**src/rtl/riscv_pkg.sv**
```systemverilog
// Shared types and MMIO constants for the PYNQ-Z2 RISC-V top level.
// Holds the UART receiver state encoding and the receive status layout.
package riscv_pkg;

  typedef enum logic [1:0] {
    IDLE  = 2'd0,
    START = 2'd1,
    DATA  = 2'd2,
    STOP  = 2'd3
  } uart_rx_state_t;

  localparam logic [31:0] UART_RX_DATA_ADDR = 32'h1000_0000;
  localparam logic [31:0] UART_RX_STAT_ADDR = 32'h1000_0004;
  localparam int unsigned UART_STAT_VALID_BIT   = 0;
  localparam int unsigned UART_STAT_OVERRUN_BIT = 1;

  // Status word as read through the MMIO decode.
  typedef struct packed {
    logic [29:0] rsvd;
    logic        overrun;
    logic        valid;
  } uart_rx_status_t;

  // Rounded clocks-per-bit divider.
  function automatic int unsigned clks_per_bit(input int unsigned clk_hz,
                                               input int unsigned baud);
    return (clk_hz + baud / 2) / baud;
  endfunction

  function automatic uart_rx_status_t uart_rx_status(input logic valid,
                                                     input logic overrun);
    uart_rx_status_t s;
    s         = '0;
    s.valid   = valid;
    s.overrun = overrun;
    return s;
  endfunction

endpackage

```
**src/rtl/uart_rx_fifo.sv**
```systemverilog
// Parameterized synchronous FIFO with a registered head and valid flag.
// Pointers carry one extra wrap bit; full/empty come from the MSB compare.
module uart_rx_fifo #(
  parameter int unsigned DEPTH = 4,
  parameter int unsigned WIDTH = 8
) (
  input  logic             clk,
  input  logic             rst_n,
  input  logic             push,
  input  logic [WIDTH-1:0] din,
  input  logic             pop,
  output logic             full_c,
  output logic             empty_c,
  output logic [WIDTH-1:0] head,
  output logic             valid
);

  localparam int unsigned AW = $clog2(DEPTH);
  localparam int unsigned PW = AW + 1;

  logic [WIDTH-1:0] mem [DEPTH];
  logic [PW-1:0]    wr_ptr, rd_ptr;
  logic [PW-1:0]    wr_ptr_n, rd_ptr_n;
  logic             push_ok, pop_ok;
  logic             valid_n;
  logic [WIDTH-1:0] head_n;

  assign empty_c = (wr_ptr == rd_ptr);
  assign full_c  = (wr_ptr[AW] != rd_ptr[AW]) && (wr_ptr[AW-1:0] == rd_ptr[AW-1:0]);
  assign pop_ok  = pop && !empty_c;
  // A pop in the same cycle frees the slot a full-FIFO push needs.
  assign push_ok = push && (!full_c || pop_ok);

  // Next pointers and next head, so head/valid can be registered.
  always_comb begin
    wr_ptr_n = wr_ptr + PW'(push_ok);
    rd_ptr_n = rd_ptr + PW'(pop_ok);
    valid_n  = (wr_ptr_n != rd_ptr_n);
    head_n   = '0;
    if (valid_n) begin
      if (push_ok && (wr_ptr == rd_ptr_n)) head_n = din;
      else                                 head_n = mem[rd_ptr_n[AW-1:0]];
    end
  end

  always_ff @(posedge clk) begin
    if (push_ok) mem[wr_ptr[AW-1:0]] <= din;
  end

  always_ff @(posedge clk or negedge rst_n) begin
    if (!rst_n) begin
      wr_ptr <= '0;
      rd_ptr <= '0;
      head   <= '0;
      valid  <= 1'b0;
    end else begin
      wr_ptr <= wr_ptr_n;
      rd_ptr <= rd_ptr_n;
      head   <= head_n;
      valid  <= valid_n;
    end
  end

endmodule

```
**src/rtl/uart_rx.sv**
```systemverilog
// 8N1 UART receiver: synchronizer, mid-bit sampling FSM and receive FIFO.
// Exposes FIFO head/valid plus frame-error pulse and sticky overrun.
module uart_rx
  import riscv_pkg::*;
#(
  parameter int unsigned CLK_FREQ_HZ = 10_000_000,
  parameter int unsigned BAUD_RATE   = 115_200,
  parameter int unsigned FIFO_DEPTH  = 4
) (
  input  logic       clk,
  input  logic       rst_n,
  input  logic       rx,
  output logic [7:0] rx_data,
  output logic       rx_valid,
  input  logic       rx_pop,
  output logic       frame_err,
  output logic       overrun,
  input  logic       clr_err
);

  localparam int unsigned CLKS_PER_BIT = clks_per_bit(CLK_FREQ_HZ, BAUD_RATE);
  localparam int unsigned HALF_BIT     = CLKS_PER_BIT / 2;
  localparam int unsigned CW           = $clog2(CLKS_PER_BIT);

  uart_rx_state_t state;
  logic           rx_meta, rxs, rxs_prev;
  logic [CW-1:0]  cnt;
  logic [2:0]     idx;
  logic [7:0]     shreg;
  logic           bit_done;
  logic           half_done;
  logic           push_c;
  logic           pop_ok;
  logic           fifo_full_c, fifo_empty_c;

  // Two-flop synchronizer plus one delayed copy for falling-edge detect.
  always_ff @(posedge clk or negedge rst_n) begin
    if (!rst_n) begin
      rx_meta  <= 1'b1;
      rxs      <= 1'b1;
      rxs_prev <= 1'b1;
    end else begin
      rx_meta  <= rx;
      rxs      <= rx_meta;
      rxs_prev <= rxs;
    end
  end

  assign bit_done  = (cnt == CW'(CLKS_PER_BIT - 1));
  assign half_done = (cnt == CW'(HALF_BIT - 1));
  assign push_c    = (state == STOP) && bit_done && rxs;
  assign pop_ok    = rx_pop && !fifo_empty_c;

  always_ff @(posedge clk or negedge rst_n) begin
    if (!rst_n) begin
      state     <= IDLE;
      cnt       <= '0;
      idx       <= '0;
      shreg     <= '0;
      frame_err <= 1'b0;
    end else begin
      frame_err <= 1'b0;
      case (state)
        IDLE: begin
          cnt <= '0;
          if (rxs_prev && !rxs) state <= START;
        end
        START: begin
          if (half_done) begin
            cnt   <= '0;
            idx   <= '0;
            state <= rxs ? IDLE : DATA;
          end else begin
            cnt <= cnt + CW'(1);
          end
        end
        DATA: begin
          if (bit_done) begin
            cnt        <= '0;
            shreg[idx] <= rxs;
            if (idx == 3'd7) state <= STOP;
            else             idx   <= idx + 3'd1;
          end else begin
            cnt <= cnt + CW'(1);
          end
        end
        STOP: begin
          if (bit_done) begin
            cnt       <= '0;
            frame_err <= !rxs;
            state     <= IDLE;
          end else begin
            cnt <= cnt + CW'(1);
          end
        end
        default: state <= IDLE;
      endcase
    end
  end

  // Set beats clear when both land in the same cycle.
  always_ff @(posedge clk or negedge rst_n) begin
    if (!rst_n)                                  overrun <= 1'b0;
    else if (push_c && fifo_full_c && !pop_ok)   overrun <= 1'b1;
    else if (clr_err)                            overrun <= 1'b0;
  end

  uart_rx_fifo #(
    .DEPTH (FIFO_DEPTH),
    .WIDTH (8)
  ) u_fifo (
    .clk     (clk),
    .rst_n   (rst_n),
    .push    (push_c),
    .din     (shreg),
    .pop     (rx_pop),
    .full_c  (fifo_full_c),
    .empty_c (fifo_empty_c),
    .head    (rx_data),
    .valid   (rx_valid)
  );

endmodule

```
**config.mk**
```make
export PLATFORM = sky130hd
export DESIGN_NAME = uart_rx
export DESIGN_NICKNAME = d
export VERILOG_FILES = /design/src/rtl/riscv_pkg.sv /design/src/rtl/uart_rx_fifo.sv /design/src/rtl/uart_rx.sv
export SDC_FILE = /design/constraint.sdc
export NUM_CORES = 1
export LEC_CHECK = 0
export ABC_AREA = 1
export CELL_PAD_IN_SITES_DETAIL_PLACEMENT = 0
export CELL_PAD_IN_SITES_GLOBAL_PLACEMENT = 2
export CORE_ASPECT_RATIO = 1.1
export CORE_MARGIN = 5
export CORE_UTILIZATION = 38
export DETAILED_ROUTE_END_ITERATION = 12
export GPL_ROUTABILITY_DRIVEN = 1
export MAX_ROUTING_LAYER = met4
export PLACE_DENSITY_LB_ADDON = 0.1
export SYNTH_ARGS = -nofsm -noshare
export SYNTH_HDL_FRONTEND = slang
export SYNTH_SLANG_ARGS = --single-unit
export TNS_END_PERCENT = 20
```
**constraint.sdc**
```tcl
create_clock -name clk -period 2.9 [get_ports clk]
set_clock_uncertainty 0.1 [all_clocks]
set_input_delay 0.58 -clock clk [delete_from_list [all_inputs] [get_ports clk]]
set_output_delay 0.58 -clock clk [all_outputs]
set_load 0.01 [all_outputs]
```
# After elaboration in Yosys (flattened, before gate mapping)
# Memories as Yosys holds them, arrays and structs flattened.
# Index checks and enable logic that the tools add are counted.
# op_classes
n_mux	25
eq_ne	17
add_sub_neg	4
n_lt_le_gt_ge	2
reduce_logical	22
# ops
op	n
one-hot mux 7 bit (3 select lines)	1
2-to-1 mux 8 bit	2
2-to-1 mux 7 bit	2
2-to-1 mux 2 bit	6
inequality test 2 bit, second input constant	6
logical AND 1 bit	10
2-to-1 mux 3 bit	3
bitwise mux 8 bit	1
one-hot mux 2 bit (4 select lines)	1
adder 7 x 1 -> 7 bit, second input constant	1
equality test 7 x 6 -> 1 bit, second input constant	1
equality test 7 bit, second input constant	1
2-to-1 mux 1 bit	7
adder 3 x 1 -> 3 bit	2
equality test 3 bit	2
one-hot mux 3 bit (2 select lines)	1
AND reduction 5 bit	1
equality test 2 bit, second input constant	2
logical NOT 1 bit	4
less-than comparator 3 x 4 -> 1 bit, second input constant	1
AND reduction 4 bit	1
nonzero test 2 bit	2
adder 3 x 1 -> 3 bit, second input constant	1
demux 1 bit (select 3 bit)	1
10 further kinds	10
# word_totals
memories	1
reg_bits	40
mem_bits_rw	32
word_cells	84
# mem_list
name	words	word_bits	read_ports	rd_ports_with_merged_regs	write_ports	line_no	text
u_fifo.mem	4	8	1	0	1	uart_rx_fifo.sv:21	logic [WIDTH-1:0] mem [DEPTH];

# Logic depth before layout (Yosys ltp)
# Gate-level depths: netlist of run 1.
# depth
word_depth	8
depth_mapped	19
depth_no_buf	18

# By module
# A second synthesis of run 1 with hierarchy kept.
# hier_totals
cells_unflattened	341
hier_area_um2	3395.8
# modules_own_cells
module	seq_area_each_um2	area_each_um2	instances	cells_per_inst
uart_rx_fifo	1336.3	2115.8	1	191
uart_rx	629.4	1280.0	1	150

# Worst setup path after synthesis of run 1
# Ideal clock, no wire load.
# synth_path
path_kind	reg-to-reg
from	register u_fifo.wr_ptr[2]
to	register u_fifo.head[0]
setup_time_ns	0.117
t_required_ns	2.683
t_arrival_ns	2.118
path_stages_with_launch	16
slack_ns	0.565
cell_sequence	dfrtp_1 -> inv_1 -> nand2_1 -> and2_1 -> o21ai_0 -> inv_1 -> ha_1 -> ha_1 -> clkbuf_1 -> nand2_1 -> nand4_1 -> nor2_1 -> nand2_4 -> buf_6 -> nor2_1 -> nor2_1
# synth_via
elab_chain_cells	8
word_cells_on_any_way	16
classes_between	add/sub: 2; eq/ne: 4; mux: 2; reduce/logical: 7; memory: 1
# synth_lines
element	line_no	text
start, declared	uart_rx_fifo.sv:22	logic [PW-1:0] wr_ptr, rd_ptr;
start signal, assigned	uart_rx_fifo.sv:57	wr_ptr <= wr_ptr_n;
equality test 3 bit *	uart_rx_fifo.sv:28	assign empty_c = (wr_ptr == rd_ptr);
logical NOT 1 bit *	uart_rx_fifo.sv:30	assign pop_ok = pop && !empty_c;
logical AND 1 bit *	uart_rx_fifo.sv:30	
adder 3 x 1 -> 3 bit *	uart_rx_fifo.sv:37	rd_ptr_n = rd_ptr + PW'(pop_ok);
net u_fifo.rd_ptr_n[1]	uart_rx_fifo.sv:23	logic [PW-1:0] wr_ptr_n, rd_ptr_n;
branches (longest 3 deep; another with memory read (4 x 8 bit))	-	
2-to-1 mux 8 bit *	uart_rx_fifo.sv:40	if (valid_n) begin
net u_fifo.head_n[0]	uart_rx_fifo.sv:26	logic [WIDTH-1:0] head_n;
end signal, assigned	uart_rx_fifo.sv:59	head <= head_n;
end, declared	uart_rx_fifo.sv:14	output logic [WIDTH-1:0] head,
# Mark *: on every way through the listed nets, which the timed path passes.
# A chain may end at the register's enable or synchronous reset.

# Worst setup path in the final report of run 1
# layout_path
from	register u_fifo.wr_ptr[1]
to	register u_fifo.head[0]
# Same word-level chain as after synthesis.

==> flow_summary.toml, run 1 <==
[global_routing]
grt_first_pass_wirelength_mm = 11.3
grt_overflow = 0
antenna_found_initial = 0
grt_start_max_net_pins = 41
grt_pass1_vias = 2315
track_usage_pct = 14.3

[synth]
async_reset_ff_share_pct = 55.6
yosys_warnings = 0
synth_edf_count = 32
yosys.area.top_type_share_pct = 30.1
synth.avg_cell_area_um2 = 9.79
syn_area_mm2 = 0.00319
synth_top_flop_cell = "dfrtp_1"
ys_seq_elements = 72
synthCells = 326
yosysSeqAreaShare_pct = 61.6
ys_top_cells_by_area = "edfxtp_1, dfrtp_1, nand2_1"
synth_area_leader_cell = "edfxtp_1"
synth_cell_types = 31
syn_nets = 339

[setup_path]
cp_data_arrival_time_ps = 2720
critPathKind = "flip-flop to flip-flop"
crit_path_end_kind = "flip-flop"
start_kind = "flip-flop"
worstPathMaxFanout = 16
required_ps = 3070

[power_and_ir_drop]
power_uw = 3320
internal-power_uw = 2180
pwr-share-clk_pct = 25.7
p_sw_uw = 1140
swShare_pct = 34.4
p_leak_uw = 0.00176
ir_worst_vdd_mv = 0.383
seqPwrFrac_pct = 37.4
power_frac_comb_pct = 36.9
power_density_mw_per_mm2 = 890

[cells_and_area]
drive_gt1_share_pct = 12.4
final_area_mm2 = 0.00373
area_growth_pct = 17.0
antenna_cells = 0
fin_util_pct = 45.1
nets = 370
num-fill-cells = 802

[placement]
place.gp.congestion = 0.744
post-place-ws_ps = 68.3
placed_area_mm2 = 0.00352
numPortBuffers = 15
dp_hpwl_mm = 4.47

[routing]
drcViolationCount = 0
ant_nets = 0
drt_iter0_drc = 103
viasPerCell = 4.65
vias = 2198
first_pass_iters = 6
drt-total-wl_mm = 6.40
drt-wirelength-per-cell_um = 13.5

[worst_hold_path]
hold_class = "flip-flop to flip-flop"

[floorplanning]
coreArea_mm2 = 0.00828
die_w_um = 97.4
ios = 16
dieArea_mm2 = 0.0103
start_util_pct = 38.6
rows = 35
die_y_um = 106

[timing]
rsz0062_at_grt = "false"
hold_viol = 0
tns_ps = 0
tightestPinTransition_ps = 920
fin_crit_sh_pct = 87.9
fmaxAchievable_mhz = 392
fin_ws_ps = 351
drv_slew = 0
setup_viol = 0
fin_crit_ps = 2550
maxSlewHeadroom_pct = 38.7

[cts]
clkLatencyLatePin_ps = 330
cts_tree = "yes"
clock_sinks = 72
h-tree-depth = 3
numCtsBuffers = 9
clkSlewWorstSetupHoldPaths_ps = 80
clockRootBuffer = "clkbuf_8"
cts_max_path_buffers = 2

[run]
maxCapViolCount = 0

[outcome]
outcome = "complete, no violations"
[path summary, 6_finish.rpt]
kind,from,end,slack (ps),depth (start not counted)
worst max-delay path,u_fifo.wr_ptr[1]$_DFF_PN0_,u_fifo.head[0]$_DFF_PN0_,350,16
worst min-delay path,rx_meta$_DFF_PN1_,rxs$_DFF_PN1_,260,0
worst max register to register,u_fifo.wr_ptr[1]$_DFF_PN0_,u_fifo.head[0]$_DFF_PN0_,350,16
worst min register to register,rx_meta$_DFF_PN1_,rxs$_DFF_PN1_,260,0
max in group asynchronous,rst_n,shreg[7]$_DFFE_PN0P_,1850,1
min in group asynchronous,rst_n,cnt[0]$_DFF_PN0_,280,1
[cells in the mapped netlist, types with 2 or more instances]
master,instances
o22a_1,8
nor3_1,2
a21oi_1,5
xor2_1,2
nand3_1,11
nand4_1,3
inv_2,5
nand2_1,67
xnor2_1,3
nand2_2,2
clkbuf_1,2
ha_1,8
dfstp_2,3
edfxtp_1,32
nand4_2,2
dfrtp_1,37
inv_1,28
buf_4,2
nor2_2,3
o21ai_0,27
nor2_1,64
[per-layer routing]
layer / share of wire [%] / global-route usage, % / wire (um) / up-vias
li1: - / - / - / 1133
met1: 47 / 17.6 / 2990 / 1041
met2: 49 / 23.2 / 3140 / 20
met3: 3.2 / 2.76 / 205 / 4
met4: 0.98 / 5.64 / 63 / 0
met5: 0 / - / 0 / -
[sequential cells by signal, summed over array words and instances, names as in the netlist, named ones only]
register and cells:
u_fifo.rd_ptr 3, state 1, shreg 8, idx 3, u_fifo.head 8, rx_meta 1, rxs 1, u_fifo.wr_ptr 3
frame_err 1, rxs_prev 1, u_fifo.valid 1, u_fifo.mem 32, overrun 1, cnt 7
[cell families (layout without fill, tap and decap cells)]
kind of cell	after synthesis	count (layout)	synth area share, %
XOR/XNOR	5	5	1.37
buffers and inverters	40	76	5.21
AND/OR/NAND/NOR	159	159	21.1
AO/OA/AOI/OAI	42	42	7.61
flip-flops	72	72	61.6
adder cells (fa/ha/maj)	8	8	3.14
[metrics by stage]
stage                     hold slack, ps  instances
final                                261        473
after global routing                 267        473
after CTS                            263        473
after detailed placement             251        457
after global placement               246        457
after floorplan                      184        326
[worst max-delay path, stage by stage, from the launching register on]
cell and delay (ps):
dfrtp_1 460, inv_2 110, nand2_1 50, nand2_1 50, nand2_1 80, o21ai_0 180
inv_1 70, ha_1 180, ha_2 400, inv_1 70, nand2_1 60, nand4_1 80
nor2_1 170, nand2_4 160, nand2_1 90, nand2_1 60, nor2_1 90
[timing repair]
item / 4_1_cts / 5_1_grt
setup buffers: 0 / 0
hold buffers: 0 / 0
setup endpoints to repair: 0 / 3
gates resized for setup: 0 / 1
hold endpoints to repair: 0 / 0
[cell type report]
class                      count  area (um^2)  area share, %
timing repair buffer          26          228           6.10
clock buffer                  11          131           3.52
sequential                    72         1970           52.6
inverter                      34          128           3.42
clock inverter                 5         81.3           2.18
multi-input combinational    214         1060           28.4
tap                          111          139           3.72
[placed cells by master, fill, tap and decap left out, drive strengths merged, types with 2 or more instances in the layout]
| master | count |
|---|---|
| nand2 | 70 |
| nor2 | 68 |
| dfrtp | 37 |
| inv | 33 |
| edfxtp | 32 |
| o21ai | 27 |
| clkdlybuf4s50 | 14 |
| buf | 12 |
| nand3 | 11 |
| clkbuf | 11 |
| o22a | 8 |
| ha | 8 |
| a21oi | 5 |
| nand4 | 5 |
| xnor2 | 3 |
| dfstp | 3 |
| clkinv | 3 |
| xor2 | 2 |
| nor3 | 2 |
| bufinv | 2 |
| or2 | 2 |
[power groups by stage]
stage | Combinational [uW] | Clock (uW) | Sequential, uW
6_report | 1230 | 854 | 1240
5_1_grt | 1420 | 928 | 1260
4_1_cts | 1250 | 881 | 1250
3_5_place_dp | 1240 | 0 | 1270
3_3_place_gp | 1240 | 0 | 1270
2_1_floorplan | 835 | 0 | 1260
No activity file was read; power rests on OpenSTA's default activity.
==> run 2, diff against run 1 <==
- ABC_AREA: 1 -> default
- CORE_UTILIZATION: 38 -> 43
==> run 2 against run 1 <==
Against the previous run:
- design area decreased by 1.1%
- synthesized cell count decreased by 33%
- setup slack got worse by 130 ps
- critical path type unchanged
- critical endpoint is now u_fifo.head[6]$_DFF_PN0_
==> flow_summary.toml, run 2 <==
[outcome]
outcome = "complete, no violations"

[synth]
syn_nets = 232
ys_seq_elements = 72
yosysSeqAreaShare_pct = 62.5
synth_area_leader_cell = "edfxtp_1"
synth_top_flop_cell = "dfrtp_1"
synth_edf_count = 32
yosys.area.top_type_share_pct = 30.5
synth_cell_types = 41
ys_top_cells_by_area = "edfxtp_1, dfrtp_1, mux4_2"
synthCells = 219
yosys_warnings = 0
async_reset_ff_share_pct = 55.6
synth.avg_cell_area_um2 = 14.4
synth_common_cells = "dfrtp_1, edfxtp_1, nor2_1"
syn_area_mm2 = 0.00315
yosys.cell_count.top_type = "dfrtp_1"

[cts]
h-tree-depth = 3
clockRootBuffer = "clkbuf_8"
numCtsBuffers = 9
cts_tree = "yes"
cts_hold_buffers = 0
cts_max_path_buffers = 2
clock_sinks = 72
ctsResizeCount = 0
clkLatencyLatePin_ps = 340
clkSlewWorstSetupHoldPaths_ps = 80
post-cts-setup-buffers = 0

[placement]
place.gp.congestion = 0.796
numPortBuffers = 15
dp_hpwl_mm = 4.36

[timing]
fmaxAchievable_mhz = 373
tightestPinTransition_ps = 923
tns_ps = 0
drv_slew = 0
rsz0062_at_grt = "false"
fin_crit_sh_pct = 92.5
maxSlewHeadroom_pct = 38.4
fin_crit_ps = 2680
hold_viol = 0
whs_ps = 260
setup_viol = 0

[routing]
vias = 1858
viasPerCell = 5.43
first_pass_iters = 4
drt-wirelength-per-cell_um = 17.7
ant_nets = 0
drcViolationCount = 0
drt-total-wl_mm = 6.06
drt_iter0_drc = 80

[floorplanning]
die_y_um = 99.7
rows = 32
start_util_pct = 44.4
die_w_um = 91.6
dieArea_mm2 = 0.00913
coreArea_mm2 = 0.00709
ios = 16

[cells_and_area]
final_cell_mix = "dfrtp_1, edfxtp_1, nor2_1"
final_common_cell = "dfrtp_1"
num-fill-cells = 606
largest_reg_flops = 32
antenna_cells = 0
area_growth_pct = 17.5
drive_gt1_share_pct = 23.0
nets = 265

[setup_path]
critPathMostFrequentCell = "xor2_1"
cp_slowest_cell = "or4_4"
cp_data_arrival_time_ps = 2840
r2r_start = "u_fifo.wr_ptr[1]$_DFF_PN0_"
critPathKind = "flip-flop to flip-flop"
cp_top_family = "simple AND/OR/NAND/NOR gates"
critical_path_buf_inv_count = 2
start_kind = "flip-flop"
crit_path_end_kind = "flip-flop"
required_ps = 3060
path_depth = 11
worstPathMaxFanout = 9
critPathMaxStageDelay_ps = 550
timing.critical_path.from = "u_fifo.wr_ptr[1]$_DFF_PN0_"
crit_chain = "xor2_1, or4_4, nand2_4, inv_2, ha_1, ha_1, xor2_1, xor2_1, nor3_2, buf_4, a21oi_1"
reg2regPathDepth = 11

[power_and_ir_drop]
ir_worst_vdd_mv = 0.320
power_density_mw_per_mm2 = 800
p_leak_uw = 0.00152

[worst_hold_path]
hold_path_depth = 0
hold_class = "flip-flop to flip-flop"
hold_path.startpoint = "rx_meta$_DFF_PN1_"

[global_routing]
antenna_found_initial = 0
track_usage_pct = 14.9
grt_start_max_net_pins = 41
grt_pass1_vias = 1971
grt_overflow = 0
grt_first_pass_wirelength_mm = 10.1

[run]
maxCapViolCount = 0
-- run 2: changes by cell type after synthesis, sizes merged, moves of 4 or more --
cell | previous run | this run
nand2 | 70 | 11
nor2 | 68 | 15
o21ai | 27 | 0
inv | 33 | 7
mux2 | 0 | 9
mux4 | 0 | 8
o22a | 8 | 0
o31ai | 0 | 8
nand4 | 5 | 12
xor2 | 2 | 9
and3 | 0 | 6
nand3 | 11 | 6
a21oi | 5 | 9
-- run 2: worst paths after layout --
path / end / slack [ps]
setup / recovery: u_fifo.head[6]$_DFF_PN0_ / 220
hold / removal: rxs$_DFF_PN1_ / 260
setup reg to reg: u_fifo.head[6]$_DFF_PN0_ / 220
hold reg to reg: rxs$_DFF_PN1_ / 260
max in group asynchronous: shreg[1]$_DFFE_PN0P_ / 1850
min in group asynchronous: u_fifo.head[0]$_DFF_PN0_ / 270
-- run 2: per-layer routing --
metal	share of wire (%)	global-route usage, %
met5	0	-
met4	2.5	6.26
met1	43	18.1
met3	4.6	3.93
met2	50	23.8
-- run 2: final cells by class --
type / count / area (um^2) / area share, %
flip-flops and latches: 72 / 1970 / 53.2
multi-input cells: 133 / 1110 / 30.0
repair buffers: 29 / 263 / 7.11
clock buffers: 9 / 124 / 3.35
well taps: 85 / 106 / 2.88
clock inverters: 7 / 103 / 2.78
inverters: 7 / 26.3 / 0.711
-- run 2: cells by family after synthesis --
logic type                 count (synthesis)  share of synthesized area (%)
xor gates and xnor gates                  16                           4.89
muxes                                     20                           9.90
AOI/OAI and AO/OA                         23                           4.97
adders and majority gates                  8                           3.18
and+or+nand+nor                           66                           12.3
DFF                                       72                           62.5
buffers and inverters                     14                           2.31
-- run 2: stage by stage --
| step | util (%) | power [uW] | setup WS [ps] | std cells | area, um^2 |
|---|---|---|---|---|---|
| global placement | 48.9 | 2080 | -75.3 | 326 | 3470 |
| detailed placement | 48.9 | 2100 | -112 | 326 | 3470 |
| floorplan | - | 1820 | 180 | 219 | 3150 |
| global route | 52.1 | 3130 | 60.5 | 342 | 3690 |
| finish | 52.1 | 2960 | 217 | 342 | 3690 |
| CTS | 52.1 | 2990 | 208 | 342 | 3690 |
-- run 2: power by group --
group          internal, uW  switching (uW)
clock network           495             396
registers              1130            66.3
logic                   434             430
==> run 3, diff against run 2 <==
- CORE_UTILIZATION: 43 -> 45
- CTS_CLUSTER_SIZE: default -> 8
- DONT_BUFFER_PORTS: default -> 1
==> run 3 against run 2 <==
Against the previous run:
- sequential share of layout area grew 2.3 points
- combinational power shrank 11%
- via count decreased by 3.9%
- worst hold slack lost 130 ps
- largest cell class unchanged
- total power shrank 1.0%
- setup slack got worse by 36 ps
- global-route usage fell by 0.48 points
==> flow_summary.toml, run 3 (same netlist as run 2, synthesis figures left out) <==
[routing]
drt_iter0_drc = 85
ant_nets = 0
drt-wirelength-per-cell_um = 17.7
drt-total-wl_mm = 5.71
drcViolationCount = 0
first_pass_iters = 5
vias = 1785
viasPerCell = 5.53

[cts]
cts_tree = "yes"
numCtsBuffers = 9
clockRootBuffer = "clkbuf_8"
h-tree-depth = 3
post-cts-setup-buffers = 0
clkSlewWorstSetupHoldPaths_ps = 80
clkLatencyLatePin_ps = 340
ctsResizeCount = 0
cts_max_path_buffers = 2
clock_sinks = 72

[setup_path]
start_kind = "flip-flop"
critical_path_buf_inv_count = 2
critPathMaxStageDelay_ps = 590
r2r_start = "u_fifo.wr_ptr[0]$_DFF_PN0_"
crit_chain = "xor2_1, or4_4, nand2_4, inv_2, ha_1, ha_1, xor2_1, xor2_1, nor3_2, buf_4, a21oi_1"
cp_top_family = "simple AND/OR/NAND/NOR gates"
r2r_slack_ps = 180
required_ps = 3010
cp_data_arrival_time_ps = 2830
cp_slowest_cell = "or4_4"
timing.critical_path.from = "u_fifo.wr_ptr[0]$_DFF_PN0_"
crit_path_end_kind = "flip-flop"
critPathMostFrequentCell = "xor2_1"
critPathKind = "flip-flop to flip-flop"
worstPathMaxFanout = 10

[cells_and_area]
seqCellArea_mm2 = 0.00197
multi_input_area_mm2 = 0.00111
nets = 246
final_common_cell = "dfrtp_1"
num-fill-cells = 606
antenna_cells = 0
area_growth_pct = 12.5
drive_gt1_share_pct = 22.3
final_cell_mix = "dfrtp_1, edfxtp_1, nor2_1"
largest_reg_flops = 32

[global_routing]
antenna_found_initial = 0
grt_pass1_vias = 1885
grt_first_pass_wirelength_mm = 9.56
track_usage_pct = 14.5
grt_start_max_net_pins = 41
grt_overflow = 0

[power_and_ir_drop]
power_uw = 2920
ir_worst_vdd_mv = 0.494
power_density_mw_per_mm2 = 826
p_leak_uw = 0.00144

[timing]
tightestPinTransition_ps = 760
fin_crit_sh_pct = 93.8
maxSlewHeadroom_pct = 48.9
tns_ps = 0
hold_viol = 0
setup_viol = 0
rsz0062_at_grt = "false"
fmaxAchievable_mhz = 368
drv_slew = 0
fin_crit_ps = 2720

[placement]
place.gp.congestion = 0.772
dp_hpwl_mm = 4.12
numPortBuffers = 0

[worst_hold_path]
hold_class = "input port to flip-flop"
hold_path.startpoint = "rx"

[floorplanning]
rows = 32
ios = 16
die_y_um = 97.7
die_w_um = 89.7
start_util_pct = 45.4
dieArea_mm2 = 0.00876
coreArea_mm2 = 0.00693

[run]
maxCapViolCount = 0

[outcome]
outcome = "complete, no violations"
==> run 3: changes by cell type in the layout (fill, tap and decap cells not counted) <==
cell / before / now
buf_2: 1 / 0
inv_8: 1 / 0
dlygate4sd3_1: 0 / 1
buf_4: 13 / 8
bufinv_16: 2 / 3
inv_6: 1 / 0
clkdlybuf4s50_1: 14 / 0
clkinv_4: 2 / 0
clkinvlp_4: 0 / 4
clkinv_2: 1 / 0
==> run 3: metrics by stage <==
stage	hold WS, ps	cell area (um^2)	setup WS [ps]	std cells	util (%)
after global routing	106	3540	9.41	323	51.1
after detailed placement	186	3270	199	305	47.1
after global placement	186	3270	273	305	47.1
after floorplan	184	3150	180	219	-
final	128	3540	181	323	51.1
after CTS	109	3540	184	323	51.1
==> run 3: power breakdown <==
| part | total, uW | internal [uW] | switching (uW) |
|---|---|---|---|
| registers | 1210 | 1130 | 72.7 |
| clock network | 949 | 571 | 378 |
| logic | 768 | 367 | 401 |
| total | 2920 | 2070 | 851 |
==> run 3: routing by layer <==
layer	part of all wire [%]	global-route usage, %	routed length [um]
met5	0	-	0
met4	2.6	8.02	147
met3	3.9	2.71	221
met2	49	22.3	2830
met1	44	17.9	2520
==> run 3: worst paths after layout <==
path	cells past startpoint	to
setup / recovery	11	u_fifo.head[7]$_DFF_PN0_
hold / removal	0	rx_meta$_DFF_PN1_
setup reg to reg	11	u_fifo.head[7]$_DFF_PN0_
hold reg to reg	0	rxs$_DFF_PN1_
max in group asynchronous	2	rxs_prev$_DFF_PN1_
min in group asynchronous	2	u_fifo.head[5]$_DFF_PN0_
==> run 3: cell type report <==
class,instances,area share (%)
clock buffers,9,3.50
clock inverters,7,3.39
inverters,7,0.742
multi-input cells,133,31.3
flip-flops and latches,72,55.5
well taps,85,3.00
repair buffers,10,2.55
==> run 3: timing repair <==
item | in CTS | in global routing
endpoints found under the setup margin | 0 | 0
hold buffers | 2 | 0
hold endpoints to repair | 40 | 0
==> run 3: worst reg2reg max path, cell delays in order, from the launching register on <==
cell	delay [ps]
dfrtp_1	460
xor2_1	200
or4_4	590
nand2_4	110
inv_2	40
ha_1	170
ha_1	180
xor2_1	220
xor2_1	120
nor3_2	180
buf_4	180
a21oi_1	60
